===== config.mk =====
export PLATFORM = sky130hd
export DESIGN_NAME = offnariscv_ex_sequencer
export DESIGN_NICKNAME = d
export VERILOG_FILES = /design/src/rtl/offnariscv_pkg.sv /design/src/rtl/offnariscv_ex_sequencer.sv
export SDC_FILE = /design/constraint.sdc
export NUM_CORES = 1
export LEC_CHECK = 0
export ABC_CLOCK_PERIOD_IN_PS = 10900
export BUFFER_PORTS_ARGS = -buffer_cell sky130_fd_sc_hd__buf_2
export CELL_PAD_IN_SITES_DETAIL_PLACEMENT = 0
export CELL_PAD_IN_SITES_GLOBAL_PLACEMENT = 1
export CORE_AREA = 10 10 251 253
export DETAILED_ROUTE_END_ITERATION = 12
export DIE_AREA = 0 0 261 263
export GPL_TIMING_DRIVEN = 0
export PLACE_DENSITY = 0.57
export SYNTH_ARGS = -nofsm -noshare
export SYNTH_HDL_FRONTEND = slang
export SYNTH_SLANG_ARGS = --single-unit

===== constraint.sdc =====
create_clock -name clk -period 10.9 [get_ports clk]
set_clock_uncertainty 0.05 [all_clocks]
set_input_delay 1.09 -clock clk [delete_from_list [all_inputs] [get_ports clk]]
set_output_delay 1.09 -clock clk [all_outputs]
set_load 0.02 [all_outputs]

===== src/rtl/offnariscv_pkg.sv =====
// Shared types for the offnariscv pipeline: stage payloads, unit commands and
// the execute-stage sequencer state encodings.
package offnariscv_pkg;

  localparam int XLEN = 32;

  typedef enum logic [3:0] {
    ALU_ADD, ALU_SUB, ALU_SLL, ALU_SLT, ALU_SLTU,
    ALU_XOR, ALU_SRL, ALU_SRA, ALU_OR, ALU_AND
  } alu_cmd_e;

  typedef enum logic [2:0] {
    BRU_JAL, BRU_JALR, BRU_BEQ, BRU_BNE, BRU_BLT, BRU_BGE, BRU_BLTU, BRU_BGEU
  } bru_cmd_e;

  typedef struct packed {
    logic [XLEN-1:0] pc;
    logic            int_exc_valid;
    logic [3:0]      int_exc_cause;
  } if_data_t;

  typedef struct packed {
    logic [XLEN-1:0] op1;
    logic [XLEN-1:0] op2;
  } operands_t;

  typedef struct packed {
    if_data_t        if_data;
    operands_t       operands;
    logic [XLEN-1:0] immediate;
    logic            alu_cmd_vld;
    alu_cmd_e        alu_cmd;
    logic            bru_cmd_vld;
    bru_cmd_e        bru_cmd;
    logic [4:0]      rd;
  } rfex_tdata_t;

  typedef struct packed {
    operands_t operands;
    alu_cmd_e  cmd;
  } rfalu_tdata_t;

  typedef struct packed {
    logic [XLEN-1:0] result;
  } aluwb_tdata_t;

  typedef struct packed {
    operands_t       operands;
    logic [XLEN-1:0] offset;
    logic [XLEN-1:0] this_pc;
    bru_cmd_e        cmd;
  } rfbru_tdata_t;

  typedef struct packed {
    logic [XLEN-1:0] result;
    logic            taken;
    logic [XLEN-1:0] new_pc;
  } bruwb_tdata_t;

  typedef struct packed {
    rfex_tdata_t rf_data;
  } exwb_tdata_t;

  typedef enum logic [1:0] {ST_IDLE, ST_ISSUE, ST_WAIT, ST_RESP} ex_state_e;
  typedef enum logic [1:0] {UNIT_NONE, UNIT_ALU, UNIT_BRU} ex_unit_e;

endpackage


===== src/rtl/offnariscv_ex_sequencer.sv =====
// Execute-stage sequencer: holds one RF beat, dispatches it to the ALU or BRU,
// collects the result and forwards it to WB, pulsing a redirect on taken branches.
module offnariscv_ex_sequencer
  import offnariscv_pkg::*;
(
  input  logic                clk,
  input  logic                rst,
  input  logic                rfex_tvalid,
  output logic                rfex_tready,
  input  rfex_tdata_t         rfex_tdata,
  output logic                rfalu_tvalid,
  input  logic                rfalu_tready,
  output rfalu_tdata_t        rfalu_tdata,
  input  logic                aluwb_tvalid,
  output logic                aluwb_tready,
  input  aluwb_tdata_t        aluwb_tdata,
  output logic                rfbru_tvalid,
  input  logic                rfbru_tready,
  output rfbru_tdata_t        rfbru_tdata,
  input  logic                bruwb_tvalid,
  output logic                bruwb_tready,
  input  bruwb_tdata_t        bruwb_tdata,
  output logic                exwb_tvalid,
  input  logic                exwb_tready,
  output exwb_tdata_t         exwb_tdata,
  output logic [XLEN-1:0]     exwb_result,
  output logic                redirect_valid,
  output logic [XLEN-1:0]     redirect_pc,
  output logic                busy
);

  ex_state_e       state_q, state_d;
  ex_unit_e        unit_sel;
  logic            redirect_q;

  // Held beat, selected unit and captured result; qualified by state only
  rfex_tdata_t     beat_p0;
  ex_unit_e        unit_p0;
  logic [XLEN-1:0] result_p0;
  logic [XLEN-1:0] redirect_pc_p0;

  logic rfex_xfer, alu_req_xfer, bru_req_xfer, alu_rsp_xfer, bru_rsp_xfer, exwb_xfer;

  assign rfex_tready  = (state_q == ST_IDLE);
  assign rfalu_tvalid = (state_q == ST_ISSUE) && (unit_p0 == UNIT_ALU);
  assign rfbru_tvalid = (state_q == ST_ISSUE) && (unit_p0 == UNIT_BRU);
  assign aluwb_tready = (state_q == ST_WAIT)  && (unit_p0 == UNIT_ALU);
  assign bruwb_tready = (state_q == ST_WAIT)  && (unit_p0 == UNIT_BRU);
  assign exwb_tvalid  = (state_q == ST_RESP);
  assign busy         = (state_q != ST_IDLE);

  assign rfex_xfer    = rfex_tvalid  && rfex_tready;
  assign alu_req_xfer = rfalu_tvalid && rfalu_tready;
  assign bru_req_xfer = rfbru_tvalid && rfbru_tready;
  assign alu_rsp_xfer = aluwb_tvalid && aluwb_tready;
  assign bru_rsp_xfer = bruwb_tvalid && bruwb_tready;
  assign exwb_xfer    = exwb_tvalid  && exwb_tready;

  // Payloads are masked by their valid so undriven held data never leaks out
  assign rfalu_tdata = rfalu_tvalid ? '{operands: beat_p0.operands, cmd: beat_p0.alu_cmd}
                                    : '0;
  assign rfbru_tdata = rfbru_tvalid ? '{operands: beat_p0.operands,
                                        offset:   beat_p0.immediate,
                                        this_pc:  beat_p0.if_data.pc,
                                        cmd:      beat_p0.bru_cmd}
                                    : '0;
  assign exwb_tdata     = exwb_tvalid ? '{rf_data: beat_p0} : '0;
  assign exwb_result    = exwb_tvalid ? result_p0 : '0;
  assign redirect_valid = redirect_q;
  assign redirect_pc    = redirect_q ? redirect_pc_p0 : '0;

  always_comb begin
    state_d  = state_q;
    unit_sel = UNIT_NONE;
    if (rfex_tdata.if_data.int_exc_valid) unit_sel = UNIT_NONE;
    else if (rfex_tdata.bru_cmd_vld)      unit_sel = UNIT_BRU;
    else if (rfex_tdata.alu_cmd_vld)      unit_sel = UNIT_ALU;
    case (state_q)
      ST_IDLE:  if (rfex_xfer) state_d = (unit_sel == UNIT_NONE) ? ST_RESP : ST_ISSUE;
      ST_ISSUE: if (alu_req_xfer || bru_req_xfer) state_d = ST_WAIT;
      ST_WAIT:  if (alu_rsp_xfer || bru_rsp_xfer) state_d = ST_RESP;
      ST_RESP:  if (exwb_xfer) state_d = ST_IDLE;
      default:  state_d = ST_IDLE;
    endcase
  end

  always_ff @(posedge clk) begin
    if (rst) begin
      state_q    <= ST_IDLE;
      redirect_q <= 1'b0;
    end else begin
      state_q    <= state_d;
      redirect_q <= bru_rsp_xfer && bruwb_tdata.taken;
    end
  end

  // Stage p0: capture on accept, then overwrite the result on the unit response
  always_ff @(posedge clk) begin
    if (rfex_xfer) begin
      beat_p0   <= rfex_tdata;
      unit_p0   <= unit_sel;
      result_p0 <= '0;
    end
    if (alu_rsp_xfer) result_p0 <= aluwb_tdata.result;
    if (bru_rsp_xfer) begin
      result_p0      <= bruwb_tdata.result;
      redirect_pc_p0 <= bruwb_tdata.new_pc;
    end
  end

endmodule


==> flow_summary_export.csv, run 1 <==
group,metric,value,unit
global_route,met1_usage,0.1544,
floorplanning,start_util,0.1698,
synthesis,avgSynthCellArea,12.85,sq um
route,route.detailed.drc,0,
critical_path,r2r_slack,8.37,ns
global_route,antenna_found_initial,10,
synthesis,yosys_warnings,0,
critical_path,required,9.76,ns
global_route,grt_pass1_vias,9592,
synthesis,yosys_most_used_dff,"edfxtp_1",
route,dr.first_iter.drc_count,500,
route,ant_nets,0,
floorplanning,coreArea,0.05824,sq mm
power_and_ir_drop,power_frac_comb,0.294,
timing,fin_tns_setup,0,ns
critical_path,worst_setup_path_start_kind,"flip-flop",
power_and_ir_drop,powerDensity,194.4,mW/mm^2
layout,area_growth_syn_to_layout,52.69,%
power_and_ir_drop,ir_worst_vdd,0.1090,mV
route,first_pass_iters,4,
timing,tightest_slew,1.222,ns
cts,cts_tree,"yes",
floorplanning,io_pins,670,
synthesis,synth_edf_count,213,
synthesis,synth_area_leader_cell,"edfxtp_1",
layout,multi_input_area,0.003097,sq mm
global_route,grt_pass1_wl,69640,microns
power_and_ir_drop,power_frac_clock,0.291,
synthesis,ys_seq_area_frac,0.6527,
synthesis,ys_seq_elements,216,
placed_design,port_buffers,669,
synthesis,syn_inst,770,
cts,htree_levels,1,
layout,fin_util,0.2594,
power_and_ir_drop,p_seq_frac,0.415,
synthesis,netlist_top_cells_area,"edfxtp_1 65%, and2_1 14%, and3_1 13%, a22o_1 2.8%, clkbuf_1 2.4%",
timing,maxSlewHeadroom,0.1851,
cts,cts.sink_count,216,
flow_run,maxCapViolations,0,
global_route,grt.total_usage,0.1362,
placed_design,hpwlAfterDp,40450,microns
layout,layout.area.seq,0.006456,sq mm
cts,clk_latency,0.55,ns
synthesis,synthTopCellsByCount,"216 x and2_1, 213 x edfxtp_1, 201 x and3_1, 64 x clkbuf_1, 32 x a22o_1",
critical_path,critPathArrivalTime,3.62,ns
timing,finalMaxSlewViolations,0,
cts,clock_path_buffers,3,
cts,clk_pin_slew,0.06,ns
cts,numCtsBuffers,27,
global_route,grt_max_degree,61,
synthesis,syn_nets,1027,
timing,rsz0062_at_grt,"false",
timing,post-route-period-util,0.4364,
timing,hold_violations,0,
power_and_ir_drop,p_switching,1.045,mW
power_and_ir_drop,power.internal,1.891,mW
cts,cts_root_buf,"clkbuf_16",
global_route,gr-usage-met3,0.04286,
critical_path,r2r_start,"state_q[0]",
layout,fin_nets,1727,
floorplanning,fp-row-count,89,
timing,min_period,4.757,ns
global_route,overflow,0,
placed_design,gp_congestion,0.8477,
critical_path,critPathCaptureType,"primary output",
global_route,global_route.usage.met2,0.2438,
cts,cts_setup_buffers,0,
critical_path,worstPathMaxFanout,11,
placed_design,place_ws,6.550,ns
critical_path,setup.worst_path.start,"state_q[0]",
power_and_ir_drop,power_switching_share,0.3560,
critical_path,rr_endpoint,"result_p0[28]",
route,routed_wl,50060,microns
timing,setup_violations,0,
floorplanning,die_area,0.06864,sq mm
critical_path,critical_path_class,"reg -> out",
route,vias,9035,
timing,max_freq,210.2,MHz
status,outcome,"complete, no violations",
layout,drive_gt1_frac,0.4852,
global_route,busiest_layer,"met2",
cts,cts_resized,0,
synthesis,synth_most_common_cell,"and2_1",
timing,fin_ws,6.143,ns
synthesis,ys_async_sr_fraction,0,
floorplanning,die_w,261,microns
synthesis,synthesis.area,0.009892,sq mm
min_path,hold_class,"reg -> reg",
critical_path,reg2regPathDepth,6,
synthesis,synth_top_area_share,0.6466,
route,post_drt_via_cell_ratio,3.982,
floorplanning,fp.dieH,263,microns
critical_path,crit_end,"exwb_tdata[111]",
layout,fillers,6345,
power_and_ir_drop,leakagePower,7.967,nW
route,wl_per_cell,22.06,microns
synthesis,synth_cell_types,24,
min_path,hp-start,"state_q[0]",
cts,postCtsHoldBufs,0,
-- cell families after synthesis --
family,Yosys count,synth area share
fa+ha+maj,5,0.006324
simple gates,428,0.2711
compound gates,39,0.03529
flops,216,0.6527
buf+inv,82,0.03466
-- critical path, stage by stage, from the launching register on --
cell and delay [ns]:
dfxtp_1 0.37, ha_1 0.36, buf_2 0.49, clkbuf_1 0.84, clkbuf_2 0.56, and2_1 0.19, buf_2 0.20
-- power by group through the flow --
stage | Combinational [mW] | Clock, mW | Sequential [mW]
3_3_place_gp | 0.863 | 0 | 1.27
2_1_floorplan | 0.474 | 0 | 1.21
3_5_place_dp | 0.883 | 0 | 1.24
5_1_grt | 0.939 | 0.921 | 1.24
6_report | 0.862 | 0.854 | 1.22
4_1_cts | 0.886 | 0.888 | 1.22
-- metal layers --
metal,share of wire,up-vias
met5,0.0015,-
met4,0.018,10
li1,-,4189
met1,0.38,4369
met2,0.50,411
met3,0.095,56
-- final cells by class --
| cell class | instances | share of cell area |
|---|---|---|
| clock buffer | 38 | 0.04747 |
| buffer | 76 | 0.02129 |
| multi-input combinational | 472 | 0.2050 |
| antenna | 6 | 0.0009940 |
| timing repair buffer | 671 | 0.2253 |
| tap | 773 | 0.06403 |
| inverter | 6 | 0.001491 |
| sequential | 216 | 0.4274 |
| clock inverter | 11 | 0.006958 |
-- worst min path at each step --
stage                             to  slack, ns  cells after the start
after floorplan           state_q[0]       0.47                      2
after global placement    state_q[0]       0.51                      2
after detailed placement  state_q[0]       0.52                      2
after CTS                 state_q[0]       0.53                      2
after global routing      state_q[0]       0.57                      2
final                     state_q[0]       0.53                      2
-- flip-flops by register name, summed over array words and instances (netlist names) --
| name | flops |
|---|---|
| unit_p0 | 2 |
| state_q | 2 |
| result_p0 | 32 |
| redirect_pc_p0 | 32 |
| beat_p0 | 147 |
| redirect_valid | 1 |
-- placed cells by master, fill, tap and decap left out, types with 3 or more instances in the layout --
| cell | n |
|---|---|
| buf_4 | 3 |
| edfxtp_1 | 213 |
| inv_1 | 6 |
| diode_2 | 6 |
| clkbuf_16 | 27 |
| clkinv_2 | 5 |
| dfxtp_1 | 3 |
| a22o_1 | 32 |
| and3_1 | 201 |
| and2_1 | 215 |
| buf_2 | 676 |
| nor2_1 | 3 |
| ha_1 | 5 |
| clkbuf_1 | 74 |
| clkinv_1 | 3 |
-- per-stage QoR --
step / instance area, sq um / power, mW / instances / hold slack (ns)
finish: 15100 / 2.936 / 2269 / 0.5305
global route: 15090 / 3.099 / 2264 / 0.5693
CTS: 15090 / 2.995 / 2263 / 0.5294
detailed placement: 14270 / 2.120 / 2214 / 0.5195
global placement: 14210 / 2.131 / 2212 / 0.5072
floorplan: 9892 / 1.688 / 770 / 0.4680
Power figures use the tool's default switching activity.
==> inputs of run 2 (changes only) <==
- ABC_CLOCK_PERIOD_IN_PS: 10900 -> 4900
- CORE_AREA: 10 10 251 253 -> 10 10 252 254
- DIE_AREA: 0 0 261 263 -> 0 0 262 264
- clock period: 10.9 -> 4.9 ns (I/O delays scaled with it)
==> run 2 against run 1 <==
Net effect: cell count is 0.48% higher; via count is 0.60% lower; setup slack worse by 5.7 ns; global-route usage hardly changed; count of clock-buffer cells in the layout is 7 lower; total power is 120% higher; final area is 0.87% higher; critical path type unchanged; highest routed layer is now met4.
==> flow_summary_export.csv, run 2 (same netlist as run 1, synthesis figures left out) <==
group,metric,value,unit
placed_design,place_ws,0.6653,ns
timing,fin_ws,0.4442,ns
power_and_ir_drop,ir_worst_vdd,0.3051,mV
global_route,grt_pass1_wl,70140,microns
layout,largest_reg_flops,147,
floorplanning,fp-row-count,89,
cts,cts.sink_count,216,
placed_design,hpwlAfterDp,41110,microns
power_and_ir_drop,powerDensity,431.9,mW/mm^2
cts,cts_tree,"yes",
timing,hold_violations,0,
layout,drive_gt1_frac,0.4823,
layout,reg_top3,"beat_p0 x147, redirect_pc_p0 x32, result_p0 x32",
timing,finalMaxSlewViolations,0,
timing,maxSlewHeadroom,0.2418,
critical_path,required,4.36,ns
route,ant_nets,0,
power_and_ir_drop,leakagePower,8.019,nW
critical_path,cpPeakStageDelay,0.90,ns
route,vias,8981,
layout,final_cell_mix,"676 x buf_2, 215 x and2_1, 213 x edfxtp_1, 201 x and3_1, 68 x clkbuf_1",
layout,top_register,"beat_p0",
route,route.detailed.drc,0,
status,outcome,"complete, no violations",
placed_design,port_buffers,669,
global_route,grt_max_degree,61,
route,routed_wl,50960,microns
critical_path,critPathArrivalTime,3.92,ns
cts,cts_setup_buffers,0,
flow_run,maxCapViolations,0,
cts,cts_resized,0,
critical_path,critPathBufInv,4,
route,post_drt_via_cell_ratio,3.939,
cts,htree_levels,1,
timing,tightest_slew,1.137,ns
timing,max_freq,224.4,MHz
critical_path,crit_family,"buffers and inverters",
timing,post-route-period-util,0.9093,
global_route,antenna_found_initial,6,
critical_path,cp_cell_sequence,"ha_1 > buf_2 > clkbuf_1 > clkbuf_1 > and2_1 > buf_2",
timing,rsz0062_at_grt,"false",
layout,fin_nets,1737,
timing,setup_violations,0,
floorplanning,die_w,262,microns
cts,clock_path_buffers,3,
route,first_pass_iters,5,
timing,min_period,4.456,ns
cts,clk_latency,0.57,ns
floorplanning,die_area,0.06917,sq mm
floorplanning,io_pins,670,
cts,numCtsBuffers,27,
placed_design,gp_congestion,0.8599,
min_path,hold_class,"in -> reg",
critical_path,worst_setup_path_start_kind,"flip-flop",
layout,area_growth_syn_to_layout,54.02,%
layout,fin_util,0.2606,
placed_design,post_dp_cell_area,0.01429,sq mm
critical_path,critical_path_class,"reg -> out",
layout,layout_commonest_cell,"buf_2",
layout,design_area,0.01524,sq mm
cts,clk_pin_slew,0.06,ns
floorplanning,start_util,0.1692,
cts,cts_root_buf,"clkbuf_16",
global_route,grt.total_usage,0.1365,
route,dr.first_iter.drc_count,467,
critical_path,critPathCaptureType,"primary output",
critical_path,worstPathMaxFanout,10,
global_route,grt_pass1_vias,9596,
global_route,overflow,0,
floorplanning,fp.dieH,264,microns
timing,fin_tns_setup,0,ns
critical_path,crit_slowest_cell,"clkbuf_1",
route,wl_per_cell,22.35,microns
floorplanning,coreArea,0.05846,sq mm
## run 2: cell types whose count changed in the layout (fill, tap and decap cells not counted), moves of 2 or more
cell / before / now
diode_2: 6 / 8
clkinv_1: 3 / 8
clkbuf_1: 74 / 68
dlygate4sd3_1: 0 / 9
## run 2: what timing repair did
| action | 4_1_cts | 5_1_grt |
|---|---|---|
| hold endpoints to repair | 9 | 0 |
| hold buffers | 9 | 0 |
| setup endpoints to repair | 0 | 0 |
## run 2: report_power, final
group	switching, mW	internal (mW)	total (mW)
Combinational	1.37	0.572	1.94
Clock	0.820	1.11	1.93
Sequential	0.173	2.53	2.71
Total	2.36	4.22	6.58
## run 2: path summary, 6_finish.rpt
check / from / cells past startpoint / slack (ns) / endpoint
setup / recovery: state_q[0] / 6 / 0.44 / exwb_tdata[109]
hold / removal: rfex_tdata[11] / 1 / 0.04 / beat_p0[11]
setup reg to reg: state_q[1] / 5 / 2.34 / result_p0[30]
hold reg to reg: state_q[0] / 2 / 0.53 / state_q[0]
## run 2: final cells by class
| cell class | instances | area (sq um) |
|---|---|---|
| Multi-Input combinational cell | 472 | 3095 |
| Fill cell | 6347 | 43230 |
| Clock buffer | 31 | 690.7 |
| Timing Repair Buffer | 681 | 3521 |
| Tap cell | 773 | 967.2 |
| Buffer | 76 | 320.3 |
| Antenna cell | 8 | 20.02 |
| Inverter | 6 | 22.52 |
| Sequential cell | 216 | 6456 |
| Clock inverter | 17 | 142.6 |
## run 2: per-layer routing
metal  track usage  part of all wire  vias to the layer above
li1              -                 -                     4204
met1        0.1550              0.39                     4276
met2        0.2433              0.50                      443
met3       0.04004             0.093                       58
met4       0.03712             0.021                        0
met5             0                 0                        -
## run 2: metrics by stage
stage | hold WS (ns) | total power, mW | instances
after global routing | 0.009179 | 6.938 | 2275
after detailed placement | 0.5164 | 4.730 | 2215
after floorplan | 0.4680 | 3.729 | 770
final | 0.04108 | 6.581 | 2280
after CTS | 0.0007063 | 6.716 | 2272
after global placement | 0.5134 | 4.707 | 2212
==> inputs of run 3 (changes only) <==
- PLACE_DENSITY: 0.57 -> 0.6
==> run 3 against run 2 <==
Net effect: final area is 0.39% lower; global-route usage fell by 0.27 points; non-clock buffer count is 8 lower; sequential power hardly changed; utilization fell by 0.10 points; sequential share of layout area is 0.16 points higher; cell count fell by 0.22%; routed wire length shrank 1.8%; total power grew 0.94%; clock power is 4% higher; critical path depth did not move; critical path type unchanged; critical endpoint is now exwb_tdata[107]; largest power group unchanged.
==> flow_summary_export.csv, run 3 (same netlist as run 1, synthesis figures left out) <==
group,metric,value,unit
layout,largest_reg_flops,147,
power_and_ir_drop,power.internal,4.242,mW
layout,final_cell_mix,"676 x buf_2, 215 x and2_1, 213 x edfxtp_1, 201 x and3_1, 70 x clkbuf_1",
floorplanning,fp-row-count,89,
critical_path,worstPathMaxFanout,10,
placed_design,hpwlAfterDp,40470,microns
route,ant_nets,0,
power_and_ir_drop,ir_worst_vdd,0.2805,mV
power_and_ir_drop,power_frac_comb,0.290,
floorplanning,fp.dieH,264,microns
timing,rsz0062_at_grt,"false",
layout,design_area,0.01518,sq mm
flow_run,maxCapViolations,0,
power_and_ir_drop,powerDensity,437.7,mW/mm^2
cts,htree_levels,1,
layout,reg_top3,"beat_p0 x147, redirect_pc_p0 x32, result_p0 x32",
cts,cts_root_buf,"clkbuf_16",
power_and_ir_drop,power_switching_share,0.3614,
timing,maxSlewHeadroom,0.3148,
timing,max_freq,238.0,MHz
route,wl_per_cell,21.99,microns
route,vias,9062,
floorplanning,io_pins,670,
cts,clk_latency,0.56,ns
timing,finalMaxSlewViolations,0,
cts,numCtsBuffers,28,
power_and_ir_drop,p_switching,2.401,mW
layout,multi_input_area,0.003097,sq mm
layout,layout.area.seq,0.006456,sq mm
timing,hold_violations,0,
route,routed_wl,50030,microns
layout,fillers,6344,
floorplanning,coreArea,0.05846,sq mm
cts,cts_tree,"yes",
floorplanning,start_util,0.1692,
layout,layout_commonest_cell,"buf_2",
global_route,overflow,0,
route,post_drt_via_cell_ratio,3.983,
floorplanning,die_w,262,microns
critical_path,required,4.36,ns
power_and_ir_drop,power.total,6.643,mW
route,dr.first_iter.drc_count,421,
layout,top_register,"beat_p0",
layout,area_growth_syn_to_layout,53.43,%
power_and_ir_drop,p_seq_frac,0.410,
critical_path,critPathCaptureType,"primary output",
critical_path,critPathArrivalTime,3.66,ns
status,outcome,"complete, no violations",
cts,cts.sink_count,216,
power_and_ir_drop,power_frac_clock,0.300,
min_path,hold_class,"in -> reg",
timing,min_period,4.202,ns
placed_design,port_buffers,669,
critical_path,worst_setup_path_start_kind,"flip-flop",
global_route,grt.total_usage,0.1338,
critical_path,critical_path_class,"reg -> out",
layout,fin_nets,1730,
route,route.detailed.drc,0,
placed_design,gp_congestion,0.8497,
global_route,antenna_found_initial,9,
timing,post-route-period-util,0.8575,
floorplanning,die_area,0.06917,sq mm
global_route,grt_pass1_wl,68770,microns
cts,clk_pin_slew,0.06,ns
route,first_pass_iters,4,
global_route,grt_max_degree,65,
global_route,grt_pass1_vias,9745,
layout,drive_gt1_frac,0.4843,
power_and_ir_drop,leakagePower,7.991,nW
placed_design,post_dp_cell_area,0.01426,sq mm
timing,setup_violations,0,
timing,tightest_slew,1.028,ns
cts,clock_path_buffers,3,
-- run 3: repair_timing --
action | in CTS | in global routing
setup buffers | 0 | 0
gates resized for setup | 0 | 0
hold endpoints to repair | 2 | 0
hold buffers | 2 | 0
-- run 3: power by group through the flow --
stage               Combinational, mW  Sequential [mW]  Clock, mW
finish                           1.93             2.72       2.00
floorplan                        1.06             2.67          0
CTS                              1.98             2.73       2.07
global placement                 1.93             2.78          0
detailed placement               1.97             2.76          0
global route                     2.09             2.76       2.15
-- run 3: final cells by class --
type                    count  share of cell area
well taps                 773             0.06373
repair buffers            673              0.2256
plain buffers              76             0.02110
clock buffers              34             0.04765
clock inverters            18            0.009893
inverters                   6            0.001484
flip-flops and latches    216              0.4254
diodes                      7            0.001154
multi-input cells         472              0.2040
-- run 3: per-layer routing --
metal,vias up,part of all wire,track usage
met3,71,0.094,0.04023
li1,4189,-,-
met2,430,0.50,0.2389
met5,-,0.0017,0
met4,12,0.026,0.04396
met1,4360,0.37,0.1480
-- run 3: critical path: stages (launching register included) --
cell and delay, ns:
dfxtp_1 0.35, ha_1 0.28, buf_2 0.40, clkbuf_1 0.77
clkbuf_1 0.77, and2_1 0.29, buf_2 0.20
-- run 3: final timing paths --
| path | slack [ns] | cells after the start | endpoint | from |
|---|---|---|---|---|
| setup reg to reg | 2.34 | 6 | result_p0[23] | state_q[0] |
| setup / recovery | 0.70 | 6 | exwb_tdata[107] | state_q[0] |
| hold reg to reg | 0.52 | 2 | state_q[0] | state_q[0] |
| hold / removal | 0.04 | 1 | beat_p0[88] | rfex_tdata[88] |
-- run 3: metrics by stage --
stage          setup slack [ns]  hold WS [ns]  utilization  TNS, ns  std cells
2_1_floorplan            0.9054        0.4680            -        0        770
3_3_place_gp            -0.5186        0.5064       0.2430   -16.50       2212
3_5_place_dp             0.8468        0.5129       0.2440        0       2214
4_1_cts                  0.1988     0.0005166       0.2593        0       2268
5_1_grt                  0.2587       0.01274       0.2593        0       2269
6_report                 0.6980       0.04185       0.2596        0       2275
